### config.mk
export PLATFORM = sky130hd
export DESIGN_NAME = bcd2bin_seq
export DESIGN_NICKNAME = d
export VERILOG_FILES = /design/src/rtl/bcd2bin_seq.sv
export SDC_FILE = /design/constraint.sdc
export NUM_CORES = 1
export LEC_CHECK = 0
export CORE_ASPECT_RATIO = 1.1
export CORE_UTILIZATION = 50
export DETAILED_ROUTE_END_ITERATION = 10
export PLACE_DENSITY_LB_ADDON = 0.3
export SLEW_MARGIN = 20
export SYNTH_ARGS = -nofsm -noshare
export SYNTH_HDL_FRONTEND = slang
export SYNTH_SLANG_ARGS = --single-unit
### constraint.sdc
create_clock -name clk -period 3.6 [get_ports clk]
set_clock_uncertainty 0.2 [all_clocks]
set_input_delay 0.72 -clock clk [delete_from_list [all_inputs] [get_ports clk]]
set_output_delay 0.72 -clock clk [all_outputs]
set_load 0.03 [all_outputs]
### src/rtl/bcd2bin_seq.sv
// bcd2bin_seq: iterative reverse double-dabble BCD-to-binary converter.
// Optional saturation on overflow is enabled by defining BCD2BIN_SAT_EN.
module bcd2bin_seq #(
  parameter int NSHIFT = 14
) (
  input  logic        clk,
  input  logic        rst,
  input  logic        start,
  input  logic [16:0] bcd,
  output logic        ready,
  output logic        busy,
  output logic        done,
  output logic [13:0] bin,
  output logic        err,
  output logic        ovf
);

  typedef enum logic [1:0] {
    S_IDLE,
    S_RUN,
    S_DONE
  } state_t;

  localparam logic [3:0] LAST_IT = 4'(NSHIFT - 1);

  state_t      state_q;
  logic [30:0] z_q;
  logic [30:0] z_d;
  logic [30:0] zs;
  logic [3:0]  cnt_q;
  logic        bad_d;
  logic [13:0] bin_d;
  logic        ovf_d;

  // any decimal digit nibble above 9 makes the word invalid
  always_comb begin
    bad_d = (bcd[15:12] > 4'd9) | (bcd[11:8] > 4'd9) |
            (bcd[7:4]   > 4'd9) | (bcd[3:0]  > 4'd9);
  end

  // one shift-right step, then pull each digit >= 8 back down by 3
  always_comb begin
    zs  = z_q >> 1;
    z_d = zs;
    for (int k = 0; k < 4; k++) begin
      if (zs[14 + 4*k + 3])
        z_d[14 + 4*k +: 4] = zs[14 + 4*k +: 4] - 4'd3;
    end
  end

  // final result taken from the word produced by the last iteration;
  // any BCD residue left above bit 13 means the value exceeds 14 bits
`ifdef BCD2BIN_SAT_EN
  always_comb begin
    ovf_d = |z_d[30:14];
    bin_d = ovf_d ? 14'h3FFF : z_d[13:0];
  end
`else
  always_comb begin
    ovf_d = 1'b0;
    bin_d = z_d[13:0];
  end
`endif

  // control FSM with registered handshake and result outputs
  always_ff @(posedge clk) begin
    if (rst) begin
      state_q <= S_IDLE;
      z_q     <= '0;
      cnt_q   <= '0;
      bin     <= '0;
      err     <= 1'b0;
      ovf     <= 1'b0;
      done    <= 1'b0;
      busy    <= 1'b0;
      ready   <= 1'b1;
    end else begin
      unique case (state_q)
        S_IDLE: begin
          done <= 1'b0;
          if (start) begin
            ready <= 1'b0;
            if (bad_d) begin
              err     <= 1'b1;
              bin     <= '0;
              ovf     <= 1'b0;
              done    <= 1'b1;
              state_q <= S_DONE;
            end else begin
              z_q     <= {bcd, 14'b0};
              cnt_q   <= '0;
              err     <= 1'b0;
              ovf     <= 1'b0;
              busy    <= 1'b1;
              state_q <= S_RUN;
            end
          end
        end
        S_RUN: begin
          z_q   <= z_d;
          cnt_q <= cnt_q + 4'd1;
          if (cnt_q == LAST_IT) begin
            bin     <= bin_d;
            ovf     <= ovf_d;
            busy    <= 1'b0;
            done    <= 1'b1;
            state_q <= S_DONE;
          end
        end
        S_DONE: begin
          done    <= 1'b0;
          ready   <= 1'b1;
          state_q <= S_IDLE;
        end
        default: begin
          done    <= 1'b0;
          busy    <= 1'b0;
          ready   <= 1'b1;
          state_q <= S_IDLE;
        end
      endcase
    end
  end

endmodule

# Yosys cells after proc, flatten, opt, wreduce, memory -nomap -nowiden

Index checks and enable logic that the tools add are counted.

$add $sub $neg: 5
$mul: 0
Div/mod/pow operators: 0
Order comparisons: 4
Equality and inequality tests: 7
Shift operators: 0
Mux-type cells: 29
Bitwise operators: 5
Reduce and logical (&&, ||, !) cells: 9

Operators with widths:

| kind                | count |
|---|---|
| $mux 31             | 2 |
| $pmux 31 s2         | 1 |
| $mux 14             | 3 |
| $pmux 14 s2         | 1 |
| $mux 4              | 6 |
| $gt 4x4->1 const B  | 4 |
| $sub 4x2->4 const B | 4 |
| $ne 2x2->1 const B  | 4 |
| $pmux 4 s2          | 1 |
| $reduce_and 4->1    | 2 |
| $mux 1              | 7 |
| $mux 2              | 3 |
| $pmux 1 s2          | 3 |
| $reduce_and 2->1    | 3 |
| $reduce_and 3->1    | 2 |
| $add 4x1->4 const B | 1 |
| $eq 4x4->1 const B  | 1 |
| $pmux 2 s2          | 1 |
| $or 1x1->1          | 3 |
| $pmux 1 s3          | 1 |
| $eq 2x1->1 const B  | 1 |
| $eq 2x2->1 const B  | 1 |
| $logic_not 2->1     | 1 |
| $not 1->1           | 2 |
| $reduce_bool 2->1   | 1 |

Register bits: 56
Latch bits: 0
Bits in writable memories: 0
ROM bits: 0
Input bits: 20
Output and inout bits: 19
Word-level logic and storage cells: 68
Memories kept: 0

# Longest topological paths before layout

Gate-level depths: netlist of the first run.

Depth in word-level cells: 7
Mapped depth: 8
Depth with buffers taken out: 7

# Worst setup path before layout of the first run

No wires, ideal clock.

Path kind: input-to-reg
Start point: input bcd[6]
End point: register cnt_q[3]
Library setup time: 0.121 ns
Arrival: 1.782 ns
Data required time: 3.279 ns
Setup slack: 1.497 ns
Stages: 5
Buffers on the path: 0
Path through: o21ai_2 > nand4_4 > o21ai_4 > nand4_2 > mux2_4

Cells in the longest elaborated chain, start to end: 5

RTL lines:

| element                    | line | RTL |
|---|---|---|
| from (decl)                | 9    | `input logic [16:0] bcd,` |
| $gt 4x4->1                 | 38   | `(bcd[7:4] > 4'd9) \| (bcd[3:0] > 4'd9);` |
| $or 1x1->1                 | 37   | `bad_d = (bcd[15:12] > 4'd9) \| (bcd[11:8] > 4'd9) \|` |
| $or 1x1->1                 | 38   |  |
| $ne 2x2->1 (no line)       | -    |  |
| $reduce_and 3->1 (no line) | -    |  |
| to (signal assigned)       | 101  | `cnt_q <= cnt_q + 4'd1;` |
| to (decl)                  | 30   | `logic [3:0] cnt_q;` |

Every way passes these cells.
A chain may end at the register's enable or synchronous reset.

# Worst setup path after layout of the first run

Start point: input bcd[2]
End point: register z_q[18]

Cells in the longest elaborated chain, start to end: 4

RTL lines:

| element                    | line | RTL |
|---|---|---|
| $gt 4x4->1                 | 38   |  |
| $or 1x1->1                 | 38   |  |
| $ne 2x2->1 (no line)       | -    |  |
| $reduce_and 3->1 (no line) | -    |  |
| to (signal assigned)       | 90   | `z_q <= {bcd, 14'b0};` |
| to (signal assigned)       | 100  | `z_q <= z_d;` |
| to (decl)                  | 27   | `logic [30:0] z_q;` |

Every way passes these cells.

==> results list, run 1 <==
- Routed length per instance: 14.3 µm
* Post-place instance area: 2850 µm²
* First-pass GRT wire length: 8590 µm
- At the end of routability-driven placement, the weighted congestion stood at 0.742.
* Via count: 2024
* Cell Pwr Density: 378 nW/µm²
* Hold Buf Count CTS: 0
* Number of DRC markers after the initial detailed-route iteration: 91
- Area Overhead vs Synth: 19.1%
- The number of different library cells used by synthesis comes to 41.
- The via count of the first global-routing pass is 1875.
- Peak VDD IR: 0.000301 V
- The worst setup path is of the in2reg kind.
- Along the worst path, the maximum fanout reaches 10.
- Net Sw Frac: 25.1%
- Number of max-capacitance violations reported: 0
- Relative slew slack: 58.4%
- Start point of the worst hold path: ready
- Area taken by flip-flops and latches: 1080 µm²
- Cells after DPL: 356
- Antenna violations before repair: 0
- Proportion of power drawn by flip-flops and latches: 56.4%
* Seq/Total Area, Yosys: 43.8%
- Net switching power figure: 279 µW
* Average cell area after synthesis: 8.92 µm²
- In this run, the clock network consumes 30.9% of the power.
- At the pin with the least slew margin, the transition time is 624 ps.
- Total global routing track utilization: 20.5%
* Maximum number of pins on one net before global-route repair: 32
- In this run the critical register-to-register path is launched from state_q[1].
* Worst min-delay path category: reg2reg
- The count of nets left with antenna violations once routing finished came out at 0.
* Final-report setup violation count: 0
- STA classifies the critical path endpoint as a flop.
* Number of antenna repair diodes: 0
- CTS placed an instance of sky130_fd_sc_hd__clkbuf_8 at the clock tree root.
* R2R setup slack: 1450 ps
- STA classifies the critical path startpoint as an input port.
- The worst path in the final design needs a cycle of 2520 ps, including I/O delays and setup.
- Final non-filler cell total: 364
* CTS tree: done
* Placement Rows: 26
* Area of the die: 5230 µm²
* End point of the most critical hold path: ready
* Vias per cell: 5.56
- The biggest area contributor in the post-synthesis netlist is sky130_fd_sc_hd__dfxtp_1.
* Count of filler cells inserted in the layout: 410
- Floorplan Core Area: 4680 µm²
- Final hold vios: 0
* Final Instance Area: 2940 µm²
- Post-synth ARST share: 0%
- Data on the critical path arrives at its endpoint at 2500 ps.
- Counting every sink on the clock net gives 54.
- The worst hold path passes through 2 cells.
- In the final design database the tool counted 333 nets.
- After detailed routing, the number of remaining DRC violations is 0.
* Gates resized, CTS repair: 0
- The most used flip-flop cell after synthesis is sky130_fd_sc_hd__dfxtp_1.
- Static Leakage: 1.11 nW
- In the final layout, the multi-input gates occupy 1280 µm².
- The internal portion of the total power is 832 µW.
- The cell area that synthesis handed to floorplanning was 2470 µm².
- Die height: 75.7 µm
* Wire length after detailed routing: 5190 µm
- Setup repair after global routing missed its margin: false
- Depth of the worst register-to-register path: 4
- The clock tree synthesis step divided the H-tree into 2 levels.
- After layout, the worst path uses 69.9% of the clock period.
- The number of pins exceeding their max-slew limit in the final report came to 0.
* Remaining Overflow, GRT: 0
- Post-synth top cells: sky130_fd_sc_hd__dfxtp_1, sky130_fd_sc_hd__nor2_1, sky130_fd_sc_hd__nand2_1
* Setup TNS: 0 ps
- Yosys warnings: 0
- Ports: 39
- Of the total power, combinational logic draws 12.7%.
- Number of buffers created by CTS: 5
- No sink is reached through more buffers than the 2 on the longest clock path.
* Number of flops mapped to enable cells by yosys: 0
- The flow ran to the end, and the final reports show no timing, DRC or antenna violations.
* Reg-to-reg critical path endpoint: cnt_q[2]
- Based on the critical path, the design can be clocked at up to 398 MHz.
- Post-CTS setup buffer count: 0
* Net count after synthesis: 303
* Data required time of the critical path: 3580 ps
- Port Buffers: 37
* Total iterations of the first detailed-routing run: 4
* Skew-Pair Late Insertion Delay: 310 ps
- Synthesis handed over a netlist of 277 instances.
* Number of register bits inferred by synthesis: 54
- Measured on the finished design, the core utilization comes to 62.8%.
- In this run the biggest area consumer among cell types represents 43.8% of the synthesized area.
- The HPWL after detailed placement is 3550 µm.
- After clock tree synthesis, the clock-pin slew on the worst setup and hold paths is 90 ps.
- The die is 69.0 µm wide.
- Starting utilization of the core area: 52.7%
- Ranking of synthesized cells by area: sky130_fd_sc_hd__dfxtp_1, sky130_fd_sc_hd__nor2_1, sky130_fd_sc_hd__mux2i_1, sky130_fd_sc_hd__a2bb2oi_1, sky130_fd_sc_hd__nand2_1
- Layout cells sized above 1: 8.44%
==> how the worst max path moves through the flow <==
stage           start       end  cells after the start
2_1_floorplan  bcd[6]  cnt_q[3]                      5
3_3_place_gp   bcd[6]   z_q[22]                      7
3_5_place_dp   bcd[2]   z_q[18]                      7
4_1_cts        bcd[2]   z_q[16]                      7
5_1_grt        bcd[2]    bin[9]                      6
6_report       bcd[2]   z_q[18]                      7
==> metal layers <==
metal | share of wire [%] | global-route usage (%) | up-vias
li1 | - | - | 1022
met1 | 46 | 23.7 | 961
met2 | 49 | 38.0 | 32
met3 | 3.3 | 4.50 | 9
met4 | 1.5 | 7.03 | 0
met5 | 0 | 0 | -
==> flip-flops by register name, indices dropped and copies added (netlist names) <==
register,count
err,1
busy,1
z_q,30
cnt_q,4
bin,14
state_q,2
done,1
ready,1
==> placed cells by master (no fill, tap or decap), drive strengths merged <==
cell type and instances:
nor2 55, dfxtp 54, clkdlybuf4s50 36, nand2 29, o21ai 17, mux2i 16, a22oi 14, a2bb2oi 14
xnor2 8, clkbuf 7, buf 7, ha 6, nor2b 5, nor3 5, o21a 4, a311oi 4
inv 3, nand2b 3, nor4 3, a2111oi 2, nand4 2, and3 1, a41oi 1, nand3 1
and2 1, o21bai 1, nor3b 1, mux2 1, a31o 1, o22a 1, a211oi 1, or3 1
a21oi 1, conb 1, clkinv 1
==> power by group through the flow <==
stage	sequential [mW]	clock, mW	combinational, mW
after global placement	0.640	0	0.140
after floorplan	0.643	0	0.0904
final	0.626	0.344	0.141
after CTS	0.627	0.352	0.143
after global routing	0.629	0.376	0.154
after detailed placement	0.641	0	0.142
==> critical path: stages <==
cell and delay (ps):
sky130_fd_sc_hd__clkdlybuf4s50_1 470, sky130_fd_sc_hd__o21ai_2 230, sky130_fd_sc_hd__nand4_4 160, sky130_fd_sc_hd__o21ai_4 390
sky130_fd_sc_hd__buf_4 270, sky130_fd_sc_hd__mux2i_1 200, sky130_fd_sc_hd__nor2_1 60
==> per-stage QoR <==
stage	power, mW	setup WS [ps]	hold slack, ps
after floorplan	0.733	1500	279
after detailed placement	0.782	761	258
final	1.11	1080	263
after CTS	1.12	1070	272
after global routing	1.16	950	288
after global placement	0.780	822	240
==> cells by family (layout without fill, tap and decap cells) <==
logic type | count (synthesis) | count (layout) | share of synthesized area, %
and+or+nand+nor | 107 | 107 | 19.5
AOI/OAI and AO/OA | 61 | 61 | 19.1
DFF | 54 | 54 | 43.8
buffers and inverters | 23 | 54 | 4.51
muxes | 17 | 17 | 7.09
xor gates and xnor gates | 8 | 8 | 2.84
adders and majority gates | 6 | 6 | 3.04
other | 1 | 1 | 0.152
==> cell type report <==
type,count,share of cell area (%)
Clock buffer,7,2.93
Clock inverter,1,0.170
Inverter,3,0.383
Multi-Input combinational cell,200,43.4
Sequential cell,54,36.8
Tap cell,56,2.38
Timing Repair Buffer,43,14.0
Power figures use the tool's default switching activity.
==> run 2, diff against run 1 <==
- clock period: 3.6 -> 2.6 ns (I/O delays scaled with it)
==> run 2 against run 1 <==
  * Sequential cell count unchanged
  * Worst setup slack worse by 690 ps
  * Via count down 0.35%
  * Clock-buffer cell count fell by 1
  * First-iteration DRC count stayed put
  * Routed wire length is 3.7% lower
  * Cell count grew 0.82%
  * Hold slack lost 0.74 ps
  * Sequential power rose by 38%
  * Largest power group unchanged
  * Highest routed layer unchanged
  * Core utilization grew 0.88 points
  * Critical path depth fell by 1
==> results list, run 2 (synthesis gave the netlist of run 1 again) <==
* Clock tree root buffer cell: sky130_fd_sc_hd__clkbuf_8
- The via count of the first global-routing pass was 1840 (-1.9%).
- The required arrival time at the worst endpoint came to 2640 ps (-940 ps).
- Number of antenna repair diodes: 0 (unchanged)
- Slowest library cell on the worst path: sky130_fd_sc_hd__o21bai_2
- The clock-pin slew reported for the worst setup and hold paths after clock tree synthesis was 90 ps (about the same).
- The stage delay of the slowest cell on the critical path is 570 ps (+100 ps).
- R2R setup slack: 530 ps (-920 ps)
- The areal power density over the cells came to 541 nW/µm² (+43%).
- The effective utilization at floorplan is 52.7% (unchanged).
* Hold Buf Count CTS: 0 (unchanged)
* Final hold vios: 0 (unchanged)
- The final sum of negative setup slack is 0 ps (unchanged).
- Ratio of final minimum period to clock period: 84.9%
- The total clock sinks came to 54 (unchanged).
- Tmin final: 2210 ps
* Static Leakage: 1.13 nW (+1.6%)
- First-pass GRT wire length: 8570 µm (-0.24%)
* Antenna-violating nets left: 0 (unchanged)
* Ports: 39 (unchanged)
- Top register by number of flip-flops: z_q
- Global Route met2 Usage: 35.7% (-2.3 points)
* DP Wirelength: 3420 µm (-3.5%)
* Number of buffers on the longest clock path: 2 (unchanged)
* Peak VDD IR: 0.000362 V (+20%)
- The full die area was 5230 µm² (unchanged).
- Gates resized, CTS repair: 0 (unchanged)
* Timing endpoint of the critical path: bin[6]
* Met3 layer usage reported by global route: 3.04% (-1.5 points)
- Final core utilization: 63.7% (+0.88 points)
* Kind of cell adding the most delay to the critical path: compound AO/OA/AOI/OAI gates
- Skew-Pair Late Insertion Delay: 290 ps (-20 ps)
- Routed length per instance: 13.6 µm (-4.4%)
- Port Buffers: 37 (unchanged)
* CP Depth: 6 (-1)
* Max Slew Vio Count: 0 (unchanged)
- The core box area is 4680 µm² (unchanged).
- Die W: 69.0 µm (unchanged)
- The iteration count of the initial detailed-routing pass was 4 (unchanged).
- Depth of the worst register-to-register path: 7 (+3)
- The flip-flop count of the largest register after layout came to 30 (unchanged).
- Layout cells sized above 1: 9.32% (+0.88 points)
- The transition at the pin with the smallest max-transition slack is 622 ps (-1.60 ps).
* Commonest cells after routing, fill and taps aside: sky130_fd_sc_hd__nor2_1, sky130_fd_sc_hd__dfxtp_1, sky130_fd_sc_hd__clkdlybuf4s50_1
- The post-detailed-route DRC marker count was 0 (unchanged).
* Number of DRC markers after the initial detailed-route iteration: 91 (unchanged)
- The worst max-slew margin expressed relative to the limit came to 58.5% (+0.079 points).
- Layout net count: 336 (+0.90%)
* Kind of capture point of the worst setup path: flop
- Setup repair after global routing left no endpoint under its margin.
- Remaining Overflow, GRT: 0 (unchanged)
- Met1 layer usage reported by global route: 26.2% (+2.5 points)
- The last weighted congestion value of the routability-driven placer came to 0.785 (+5.7%).
- For this run, the top clock speed supported by timing is 453 MHz.
- The flow ran to the end, and the final reports show no timing, DRC or antenna violations.
- Total number of H-tree levels: 2 (unchanged)
- Largest registers: z_q (30), bin (14), cnt_q (4)
- The worst hold path belongs to the class reg2reg.
* Area Overhead vs Synth: 20.8%
- Antenna violations before repair: 0 (unchanged)
- The post-detailed-routing wire length is 5000 µm (-3.7%).
- Largest fanout on the critical path: 14 (+4)
- In this run the critical register-to-register path is launched from cnt_q[1].
- CTS tree: done
* Via count: 2017 (-0.35%)
- The worst hold path cell count is 2 (unchanged).
* Post-CTS setup buffer count: 0 (unchanged)
- CP Buf/Inv Count: 1 (-1)
- Die height: 75.7 µm (unchanged)
- The cell row count came to 26 (unchanged).
- Vias per cell: 5.50 (-1.2%)
* Setup CP Type: in2reg
- Maximum number of pins on one net before global-route repair: 32 (unchanged)
- Final-report setup violation count: 0 (unchanged)
* Number of max-capacitance violations reported: 0 (unchanged)
* Setup crit start: bcd[14]
* Total global routing track utilization: 20.5% (about the same)
- Overall power after layout: 1.61 mW (+45%)
* Busiest grt layer: met2
- The arrival time reported for the critical path endpoint was 2250 ps (-250 ps).
- Count of filler cells inserted in the layout: 408 (-0.49%)
- STA classifies the critical path startpoint as an input port.
* Reg-to-reg critical path endpoint: bin[6]
* Number of buffers created by CTS: 5 (unchanged)
- Cell chain of the critical path: clkdlybuf4s50_1 -> o21ai_2 -> a41oi_1 -> o21bai_2 -> a22oi_1 -> nor2_1
[run 2: cell count changes in the layout (fill, tap and decap cells not counted), sizes merged]
cell	before	now
buf	7	10
clkinvlp	0	1
clkinv	1	0
bufinv	0	1
clkbuf	7	6
[run 2: power by group]
| part | leakage (nW) | switching [mW] | internal [mW] |
|---|---|---|---|
| Sequential | 0.437 | 0.0204 | 0.847 |
| Clock | 0.0514 | 0.262 | 0.287 |
| Combinational | 0.643 | 0.105 | 0.0925 |
[run 2: final cells by class]
cell class / instances / area (µm²) / area share (%)
sequential: 54 / 1080 / 36.2
timing repair buffer: 46 / 433 / 14.5
inverter: 3 / 11.3 / 0.378
tap: 56 / 70.1 / 2.35
clock inverter: 2 / 37.5 / 1.26
multi-input combinational: 200 / 1280 / 42.8
clock buffer: 6 / 72.6 / 2.43
[run 2: worst reg2reg max path, stage by stage, from the launching register on]
cell and delay [ps]:
sky130_fd_sc_hd__dfxtp_1 400, sky130_fd_sc_hd__inv_1 60, sky130_fd_sc_hd__ha_1 190, sky130_fd_sc_hd__and3_1 210, sky130_fd_sc_hd__and2_1 190, sky130_fd_sc_hd__o21bai_2 500
sky130_fd_sc_hd__a22oi_1 140, sky130_fd_sc_hd__nor2_1 130
[run 2: worst min path at each step]
stage | start | end | slack, ps
floorplan | z_q[1] | bin[0] | 280
global placement | ready | ready | 240
detailed placement | ready | ready | 260
CTS | ready | ready | 270
global route | ready | ready | 300
finish | ready | ready | 260
[run 2: routing by layer]
metal | wire length [µm] | vias up
met5 | 0 | -
met4 | 29 | 0
met3 | 244 | 2
met2 | 2380 | 47
met1 | 2350 | 940
li1 | - | 1028
[run 2: per-stage QoR]
stage                     hold slack, ps  cell area [µm²]  setup WS (ps)  instances
after floorplan                      279             2470            697        277
after global placement               238             2870            112        359
after detailed placement             256             2870           47.3        359
after CTS                            271             2980            349        367
after global routing                 298             2980            229        367
final                                262             2980            391        367
==> run 3, diff against run 2 <==
- CORE_UTILIZATION: 50 -> 48
- clock period: 2.6 -> 1.9 ns (I/O delays scaled with it)
==> run 3 against run 2 <==
  * Cell count rose by 5.7%
  * Die area rose by 4.1%
  * Via count rose by 5.4%
  * Clock power rose by 39%
  * Register-to-register slack got worse by 350 ps
  * Global-route usage rose by 0.44 points
  * Worst setup slack got worse by 340 ps
==> results list, run 3 (synthesis gave the netlist of run 1 again) <==
- The number of inserted diodes was 0 (unchanged).
* Tightest Pin Transition: 581 ps (-41.0 ps)
- The final global-route overflow total was 0 (unchanged).
- Clk network pwr share: 33.7% (-0.3 points)
* Cell-internal power: 1.70 mW (+39%)
- The number of fill cells in the layout is 446 (+9.3%).
- Compared with the post-synthesis result, the final layout area differs by 28.5%.
* Relative slew slack: 61.2% (+2.7 points)
- The count of hold buffers inserted by post-cts repair came to 0 (unchanged).
* Static Leakage: 1.37 nW (+21%)
* Peak VDD IR: 0.000594 V (+64%)
- Busiest grt layer: met2
* Kind of capture point of the worst setup path: flop
- Clock tree root buffer cell: sky130_fd_sc_hd__clkbuf_8
- Die height: 77.2 µm (+2.0%)
- Launch instance of the worst register-to-register path: cnt_q[1]
- Number of buffers created by CTS: 5 (unchanged)
- Flip-flop count of the largest register after layout: 30 (unchanged)
- The average wire per cell in the routed design is 14.1 µm (+3.5%).
* Via count of the first global-routing pass: 2028 (+10%)
- The x dimension of the die came to 70.4 µm (+2.0%).
* Max Slew Vio Count: 0 (unchanged)
- Of the available clock period, the critical path in the final layout requires 97.5%.
* Overall power after layout: 2.26 mW (+40%)
* Start point of the worst hold path: rst
- The maximum clock path buffer count came to 2 (unchanged).
- For hold timing, the worst endpoint is z_q[20].
* R2R setup slack: 180 ps (-350 ps)
* Post-place instance area: 2980 µm² (+3.7%)
- The critical path is of the in2reg type.
- The smallest clock period supported by the final layout is computed as 1850 ps.
- First-pass GRT wire length: 9230 µm (+7.7%)
- The final number of hold-violating endpoints came to 0 (unchanged).
- The part of the power in registers came to 52.5% (-1.2 points).
- The post-detailed-route count of antenna-violating nets is 0 (unchanged).
- The net switching fraction of the power is 24.9% (+0.89 points).
* Final-report setup violation count: 0 (unchanged)
- Cell Pwr Density: 714 nW/µm² (+32%)
- The library cell used most frequently in the layout, excluding fill and tap cells, is sky130_fd_sc_hd__nor2_1.
- Port Buffers: 37 (unchanged)
* Floorplan Core Area: 4970 µm² (+6.0%)
- Reg-to-reg critical path endpoint: bin[11]
- More flip-flops sit in one register than any other, and that register is z_q.
* Area of the die: 5440 µm² (+4.1%)
- Smallest hold slack: 194 ps (-68.2 ps)
* Largest fanout on the critical path: 5 (-9)
- The largest registers in the layout are z_q (30), bin (14), cnt_q (4).
- The library cells used most frequently in the layout, excluding fill and tap cells, are sky130_fd_sc_hd__nor2_1, sky130_fd_sc_hd__dfxtp_1, sky130_fd_sc_hd__nand2_1.
* Crit path arrival time: 1860 ps (-390 ps)
- The share of total power in combinational logic was 13.8% (+1.6 points).
- Worst min-delay path category: in2reg
- The initial antenna violation count is 0 (unchanged).
- The cell row count was 27 (+3.8%).
- Global Route met2 Usage: 36.2% (+0.48 points)
- The total routing usage reported by global routing is 20.9% (+0.44 points).
* Number of clock sinks: 54 (unchanged)
- The worst setup path is launched from an input port.
- Met3 layer usage reported by global route: 4.07% (+1.0 points)
* WHS Path Cells: 2 (unchanged)
* Total number of H-tree levels: 2 (unchanged)
- The post-detailed-routing wire length is 5470 µm (+9.4%).
- The iteration count of the initial detailed-routing pass was 4 (unchanged).
- The half-perimeter wire length of the detailed placement result was 3780 µm (+10%).
- Skew-Pair Late Insertion Delay: 310 ps (+20 ps)
- The number of violations of the max-capacitance limit is 0 (unchanged).
- The detailed-route via count came to 2125 (+5.4%).
* Ports: 39 (unchanged)
- Run status: completed
* Routability Congestion: 0.808 (+3.0%)
- Layout cells sized above 1: 16.1% (+6.7 points)
* Data required time of the critical path: 1910 ps (-730 ps)
- The post-detailed-route DRC marker count was 0 (unchanged).
- The detail-routed via count per cell came to 5.48 (-0.35%).
- The largest net degree at the start of global routing was 31 (-3.1%).
- Depth of the worst register-to-register path: 8 (+1)
* CTS tree: done
- Layout net count: 355 (+5.7%)
* Clock slew at the register clock pins of the worst setup and hold paths: 100 ps (about the same)
- For this run, the top clock speed supported by timing is 540 MHz.
- Number of DRC markers after the initial detailed-route iteration: 81 (-11%)
* Starting utilization of the core area: 49.7% (-3.0 points)
- The switching power came to 564 µW (+45%).
* Final Instance Area: 3170 µm² (+6.4%)
* Met1 layer usage reported by global route: 25.9% (-0.32 points)
-- run 3: cell count changes in the layout (fill, tap and decap cells not counted), moves of 2 or more --
cell                              before  now
sky130_fd_sc_hd__dlymetal6s2s_1        0    3
sky130_fd_sc_hd__buf_6                 0    3
sky130_fd_sc_hd__buf_4                 9   24
sky130_fd_sc_hd__o21ai_2               4    2
sky130_fd_sc_hd__clkinv_2              0    2
sky130_fd_sc_hd__dlygate4sd2_1         0   25
sky130_fd_sc_hd__o21ai_4               1    3
sky130_fd_sc_hd__clkdlybuf4s50_1      36    8
-- run 3: final cells by class --
type	count	area (µm²)	share of cell area (%)
clock buffers	5	68.8	2.17
repair buffers	65	576	18.1
flip-flops and latches	54	1080	34.1
inverters	3	11.3	0.355
well taps	58	72.6	2.29
multi-input cells	200	1320	41.7
clock inverters	3	40.0	1.26
-- run 3: what timing repair did --
action / in CTS / in global routing
gates resized for setup: 30 / 10
setup endpoints to repair: 50 / 20
setup buffers: 0 / 5
pin swaps: 4 / 4
-- run 3: worst max path at each step --
stage                     startpoint  endpoint  slack [ps]
after global placement       bcd[14]   bin[12]        -420
final                         bcd[7]  cnt_q[3]          50
after floorplan               bcd[6]  cnt_q[3]         140
after global routing          bcd[7]   z_q[17]          -1
after detailed placement     bcd[14]   bin[11]        -470
after CTS                    bin[11]   bin[11]         0.3
-- run 3: power groups by stage --
| stage | combinational [mW] | sequential (mW) | clock [mW] |
|---|---|---|---|
| after floorplan | 0.171 | 1.22 | 0 |
| after global placement | 0.291 | 1.21 | 0 |
| after detailed placement | 0.295 | 1.21 | 0 |
| after CTS | 0.293 | 1.19 | 0.784 |
| after global routing | 0.342 | 1.19 | 0.822 |
| final | 0.313 | 1.19 | 0.762 |
-- run 3: per-layer routing --
layer  up-vias  share of wire (%)
met5         -                  0
met2        51                 50
met3         7                4.1
met4         0                1.5
li1       1074                  -
met1       993                 45
-- run 3: critical path, cell delays in order --
cell	delay [ps]
sky130_fd_sc_hd__clkdlybuf4s50_1	440
sky130_fd_sc_hd__o21ai_2	120
sky130_fd_sc_hd__nand4_4	180
sky130_fd_sc_hd__nor3_4	280
sky130_fd_sc_hd__buf_6	150
sky130_fd_sc_hd__nor3_1	40
sky130_fd_sc_hd__mux2_4	260
-- run 3: through the flow --
| step | setup TNS, ps | setup WS (ps) | util [%] | std cells |
|---|---|---|---|---|
| CTS | 0 | 0.346 | 62.1 | 383 |
| floorplan | 0 | 137 | - | 277 |
| global route | -1.35 | -1.35 | 63.9 | 388 |
| detailed placement | -17700 | -469 | 60.0 | 375 |
| finish | 0 | 48.4 | 63.9 | 388 |
| global placement | -16770 | -424 | 60.0 | 375 |
